`src/rtl/priority_enc_rr.sv`:
```
// Fixed-priority / round-robin request encoder; grant registered 1 cycle after request.
// Backpressure: a grant is held stable until ack, then one IDLE arbitration cycle follows.
module priority_enc_rr #(
    parameter int N = 8,
    localparam int W = $clog2(N)
) (
    input  logic         clk,
    input  logic         rst,
    input  logic [N-1:0] d,
    input  logic         mode,
    input  logic         ack,
    output logic [W-1:0] out,
    output logic [N-1:0] grant,
    output logic         v
);

    typedef enum logic {IDLE, GRANT} state_t;

    localparam logic [W:0]   N_L  = (W+1)'(N);
    localparam logic [W-1:0] N_M1 = W'(N - 1);

    state_t       state_q, state_d;
    logic [W-1:0] out_q, out_d;
    logic [N-1:0] grant_q, grant_d;
    logic         v_q, v_d;
    logic [W-1:0] ptr_q, ptr_d;
    logic         rr_q, rr_d;

    logic [W-1:0] fix_win, rr_win, win;
    logic [N-1:0] win_oh;
    logic [W:0]   idx;
    logic         rr_found;

    always_comb begin
        fix_win  = '0;
        rr_win   = '0;
        rr_found = 1'b0;
        idx      = '0;
        for (int k = 0; k < N; k++) begin
            if (d[k]) fix_win = W'(k);
        end
        // Search upward from ptr; the index is wrapped explicitly so non-power-of-two N stays in range.
        for (int i = 0; i < N; i++) begin
            idx = {1'b0, ptr_q} + (W+1)'(i);
            if (idx >= N_L) idx = idx - N_L;
            if (!rr_found && d[idx[W-1:0]]) begin
                rr_found = 1'b1;
                rr_win   = idx[W-1:0];
            end
        end
        win         = mode ? rr_win : fix_win;
        win_oh      = '0;
        win_oh[win] = 1'b1;
    end

    always_comb begin
        state_d = state_q;
        out_d   = out_q;
        grant_d = grant_q;
        v_d     = v_q;
        ptr_d   = ptr_q;
        rr_d    = rr_q;
        case (state_q)
            IDLE: begin
                if (|d) begin
                    out_d   = win;
                    grant_d = win_oh;
                    v_d     = 1'b1;
                    rr_d    = mode;
                    state_d = GRANT;
                end
            end
            GRANT: begin
                if (ack) begin
                    v_d     = 1'b0;
                    grant_d = '0;
                    state_d = IDLE;
                    // rr_q remembers the mode the grant was won under.
                    if (rr_q) ptr_d = (out_q == N_M1) ? '0 : out_q + 1'b1;
                end
            end
            default: state_d = IDLE;
        endcase
    end

    always_ff @(posedge clk) begin
        if (rst) begin
            state_q <= IDLE;
            out_q   <= '0;
            grant_q <= '0;
            v_q     <= 1'b0;
            ptr_q   <= '0;
            rr_q    <= 1'b0;
        end else begin
            state_q <= state_d;
            out_q   <= out_d;
            grant_q <= grant_d;
            v_q     <= v_d;
            ptr_q   <= ptr_d;
            rr_q    <= rr_d;
        end
    end

    assign out   = out_q;
    assign grant = grant_q;
    assign v     = v_q;

endmodule

```
`config.mk`:
```
export PLATFORM = sky130hd
export DESIGN_NAME = priority_enc_rr
export DESIGN_NICKNAME = d
export VERILOG_FILES = /design/src/rtl/priority_enc_rr.sv
export SDC_FILE = /design/constraint.sdc
export NUM_CORES = 1
export LEC_CHECK = 0
export CAP_MARGIN = 40
export CORE_UTILIZATION = 55
export DETAILED_ROUTE_END_ITERATION = 10
export PLACE_DENSITY = 0.8
export SKIP_CTS_REPAIR_TIMING = 1
export SLEW_MARGIN = 20
export SYNTH_ARGS = -nofsm -noshare
export SYNTH_HDL_FRONTEND = slang
export SYNTH_SLANG_ARGS = --single-unit
```
`constraint.sdc`:
```
create_clock -name clk -period 4.3 [get_ports clk]
set_input_delay 0.86 -clock clk [delete_from_list [all_inputs] [get_ports clk]]
set_output_delay 0.86 -clock clk [all_outputs]
set_load 0.01 [all_outputs]
```
Word level (Yosys, flattened, before mapping)
Index checks and enable logic that the tools add are counted.
Widths: inputs -> output; s select.
- flip-flop bits (word level): 17
- input port bits: 12
- logic and storage cells: 122
- add/subtract/negate cells: 16
- $lt $le $gt $ge: 18
- eq/ne operators: 3
- mux-type cells: 59
- bitwise operators: 1
- reduce and logical (&&, ||, !) cells: 19
- operators by type and width (kind ; number):
    $mux 3 ; 22
    $lt 3x4->1 const B ; 9
    $ge 4x4->1 const B ; 7
    $bmux 1 s3 ; 8
    $sub 3x1->3 const B ; 8
    $mux 1 ; 21
    $add 3x3->4 const B ; 4
    $mux 8 ; 2
    $pmux 8 s2 ; 1
    $add 3x2->4 const B ; 2
    $logic_and 1x1->1 ; 8
    $reduce_or 8->1 ; 1
    $logic_not 1->1 ; 7
    $add 3x1->4 const B ; 1
    $ge 3x4->1 const B ; 1
    $mux 2 ; 2
    $ne 2x2->1 const B ; 2
    $pmux 1 s2 ; 2
    $reduce_and 2->1 ; 2
    $add 3x1->3 const B ; 1
    $demux 1 s3 ; 1
    $eq 3x3->1 const B ; 1
    $ge 3x1->1 const B ; 1
    $reduce_and 3->1 ; 1
    $not 1->1 ; 1

Logic depth before layout (Yosys ltp)
- depth after elaboration: 33
- gate-level depth with buffers: 11
- depth with buffers taken out: 9

Least setup slack after synthesis
OpenSTA, ideal clock, no wires.
- kind: input -> register
- start: input port d[7]
- end: register grant_q[4] (netlist: grant[4])
- library setup time: 117 ps
- data arrival time: 2894 ps
- path slack: 1288 ps
- cell stages on the path: 8
- cells stage by stage: clkbuf_1 > mux4_2 > mux2_2 > o31a_1 > and3_1 > a211o_1 > and2_4 > a32o_1
- longest elaborated chain between the ends: 31
- elaborated cells between the ends (all ways): 57
- ends and longest elaborated chain (what ; RTL line ; RTL):
    from (decl) ; 9 ; input logic [N-1:0] d,
    $bmux 1 s3 ; 46 ; if (!rr_found && d[idx[W-1:0]]) begin
    $mux 1 (implied by the code) ; 46 ;
    $mux 1 ; 46 ;
    $logic_not 1->1 ; 46 ;
    $logic_and 1x1->1 ; 46 ;
    $mux 1 ; 46 ;
    $logic_not 1->1 ; 46 ;
    $logic_and 1x1->1 ; 46 ;
    (+15 left out) ; -- ;
    $mux 3 ; 46 ;
    $mux 3 ; 51 ; win = mode ? rr_win : fix_win;
    $lt 3x4->1 (implied by the code) / $ge 3x1->1 (equally long branches) ; 53 ; win_oh[win] = 1'b1;
    $logic_and 1x1->1 (implied by the code) ; 53 ;
    $mux 1 (implied by the code) ; 53 ;
    $demux 1 s3 ; 53 ;
    $mux 8 ; 65 ; if (|d) begin
    $pmux 8 s2 ; 63 ; case (state_q)
    to (signal assigned) ; 97 ; grant_q <= grant_d;
    to (decl) ; 24 ; logic [N-1:0] grant_q, grant_d;
Several ways; a longest one is shown, not always the timed one. The select of a mux whose other input is x is not followed.
A chain may end at the register's enable or synchronous reset.

Worst setup path after layout
- start: register ptr_q[1]
- end: register grant_q[5] (netlist: grant[5])
- longest elaborated chain between the ends: 33
- elaborated cells between the ends (all ways): 84
- ends and longest elaborated chain (what ; RTL line ; RTL):
    from (decl) ; 26 ; logic [W-1:0] ptr_q, ptr_d;
    from (signal assigned) ; 99 ; ptr_q <= ptr_d;
    parallel branches: the longest is 25 deep, another holds $add 3x1->4 ; -- ;
    $mux 3 (*) ; 46 ;
    $mux 3 (*) ; 51 ;
    $lt 3x4->1 (implied by the code) / $ge 3x1->1 (equally long branches) ; 53 ;
    $logic_and 1x1->1 (implied by the code) ; 53 ;
    $mux 1 (implied by the code) ; 53 ;
    $demux 1 s3 (*) ; 53 ;
    $mux 8 (*) ; 65 ;
    $pmux 8 s2 (*) ; 63 ;
Every way passes the cells marked *. The select of a mux whose other input is x is not followed.

==> results by group <==
Timing
  • Final hold violation count: 0
  • Tmin final: 3479 ps
  • Least-Margin Pin Slew: 650.1 ps
  • Slew margin rel.: 0.5626
  • Setup TNS: 0 ps
  • Slew Viols, Final: 0
  • Final period utilization: 0.8090
  • Fmax: 287.5 MHz
  • RSZ-0062 raised after global routing: no
  • Final setup fails: 0
  • Skew final: 4.027 ps
  • Hold WS: 473.6 ps

Placement
  • Buffers on Ports: 23
  • Post-DP HPWL: 3.406 mm
  • GP Congestion: 0.9925

Layout
  • Fraction of layout cells with a size suffix above 1: 0.1330
  • Antenna Cells: 0
  • P&R area growth vs syn: 14.83%
  • # fillers: 237
  • NumNets Final: 220

Floorplanning
  • Chip width: 57.11 um
  • Die H: 57.11 um
  • Core area: 0.002805 mm2
  • I/O pin cnt: 24
  • Starting density of the core: 0.5955
  • Placement Rows: 19
  • Die ar.: 0.003262 mm2

Critical path
  • Critical Path Sink Type: flop
  • Critical Path Source Type: flop
  • Crit Path Max Fanout: 11
  • CP required: 4500 ps
  • Worst Path Arrival: 3680 ps
  • Kind of critical path: reg2reg

Yosys
  • Fraction of the yosys area taken by sequential cells: 0.2037
  • Top FF cell, synth: dfxtp_1
  • Fraction of registers with async set/reset: 0
  • Syn_nets: 203
  • Synthesis Warnings: 0
  • Post-synthesis cell count: 187
  • EDFF count, synth: 0
  • Top cells by area in the synthesized netlist: dfxtp_1, mux4_2, mux2i_1
  • Average size of a mapped cell: 8.932 um2
  • Cell Area, Synth: 0.001670 mm2
  • Synth cell types: 51
  • Yosys top cell by area: dfxtp_1
  • Post-synth top area share: 0.2037
  • Post-synth top cells: dfxtp_1, nand2_1, mux2i_1, nor2_1, mux4_2
  • Seq cells post-synth: 17
  • Most frequent cell after synthesis: dfxtp_1

Pwr
  • Peak supply drop: 0.0001933 V
  • P_int: 270.2 uW
  • Gate power share: 0.365
  • NetSw: 140.5 uW
  • Clock power share: 0.215
  • Register share of total power: 0.421
  • Sw Ratio: 0.3421
  • Leak: 0.0006800 uW
  • Pwr/cell area: 214.1 mW/mm2

Clock network
  • Reg clk slew, reported paths: 100 ps
  • # clock sinks: 17
  • CTS Buf Count: 3
  • CTS tree: done
  • Root Driver: clkbuf_4
  • Worst-case clock buffer depth: 2
  • CTS H-tree lvls: 1
  • Clock Latency Late Sink: 300 ps

Global routing
  • Total global-route track usage: 0.2883
  • Total gr overflow: 0
  • Vias in the first global route: 1541
  • Initial antenna violation count: 0
  • First-pass GRT wire length: 7.286 mm
  • Largest net degree at the start of global routing: 21

Status
  • Status: completed

Route
  • Final WL: 4.453 mm
  • Drt via density: 6.974
  • Via count: 1632
  • Routed len/inst: 19.03 um
  • Residual DRC count: 0
  • First DRT Iteration DRCs: 89
  • Pre-Repair DR Iteration Count: 4
  • DRT antenna net count: 0

Flow run
  • Max Cap Viol: 0

Hold path
  • Hold Path Class: reg2reg
## power by group through the flow
stage	logic (uW)	registers (uW)	clock network, uW
after floorplan	98.0	177	0
after global placement	144	176	0
after detailed placement	147	176	0
after CTS	148	173	88.6
after global routing	162	174	92.6
final	150	173	88.1
## layer usage
layer | GRT usage | vias to the layer above | routed length (um)
met3 | 0.05215 | 4 | 323
met1 | 0.4388 | 786 | 2056
met5 | 0 | - | 0
met4 | 0.06969 | 0 | 18
met2 | 0.4235 | 71 | 2055
li1 | - | 771 | -
## metrics by stage
| step | total power, uW | worst slack [ps] | instances | utilization | instance area (um2) |
|---|---|---|---|---|---|
| after floorplan | 275.3 | 1288 | 187 | - | 1670 |
| after global placement | 319.5 | 664.2 | 230 | 0.6740 | 1891 |
| after detailed placement | 322.8 | 645.8 | 230 | 0.6740 | 1891 |
| after CTS | 408.9 | 826.0 | 234 | 0.6838 | 1918 |
| after global routing | 428.2 | 645.8 | 234 | 0.6838 | 1918 |
| final | 410.8 | 821.5 | 234 | 0.6838 | 1918 |
## logic make-up after synthesis
group                      synth area share
muxes                                0.2689
and+or+nand+nor                      0.1730
adders and majority gates           0.02996
DFF                                  0.2037
AOI/OAI and AO/OA                    0.2577
buffers and inverters               0.05618
xor gates and xnor gates            0.01049
## worst paths after layout
| kind | startpoint | depth (start not counted) | to | slack (ps) |
|---|---|---|---|---|
| max reg2reg | ptr_q[1] | 9 | grant[5] | 820 |
| max | ptr_q[1] | 9 | grant[5] | 820 |
| min reg2reg | grant[2] | 1 | grant[2] | 470 |
| min | grant[2] | 1 | grant[2] | 470 |
## layout by cell type, fill, tap and decap left out, types with 5 or more instances in the layout
cell type | Yosys | layout
clkdlybuf4s50_1 | 0 | 23
dfxtp_1 | 17 | 17
nand2_1 | 15 | 15
nor2_1 | 13 | 13
mux2i_1 | 13 | 13
mux4_2 | 11 | 11
a21oi_1 | 10 | 10
a32o_1 | 8 | 8
inv_1 | 7 | 7
nand3_1 | 5 | 5
mux2_2 | 5 | 5
## sequential cells by signal, indices dropped and copies added, names as in the netlist
signal   flops
out          3
rr_q         1
v            1
grant        8
state_q      1
ptr_q        3
## worst max-delay path, stage by stage, from the launching register on
cell	delay, ps
dfxtp_1	350
clkinv_1	240
ha_1	680
mux4_2	580
mux2_2	340
o31a_1	300
and3_1	180
a211o_1	310
and2_4	170
a32o_1	220
## cell type report
class	instances	area [um2]	area share
inverters	8	30.03	0.01566
flip-flops and latches	17	340.3	0.1774
well taps	31	38.79	0.02022
multi-input cells	149	1236	0.6445
clock buffers	3	22.52	0.01174
clock inverters	1	5.005	0.002609
repair buffers	25	245.2	0.1279
(Power assumes the default switching activity.)
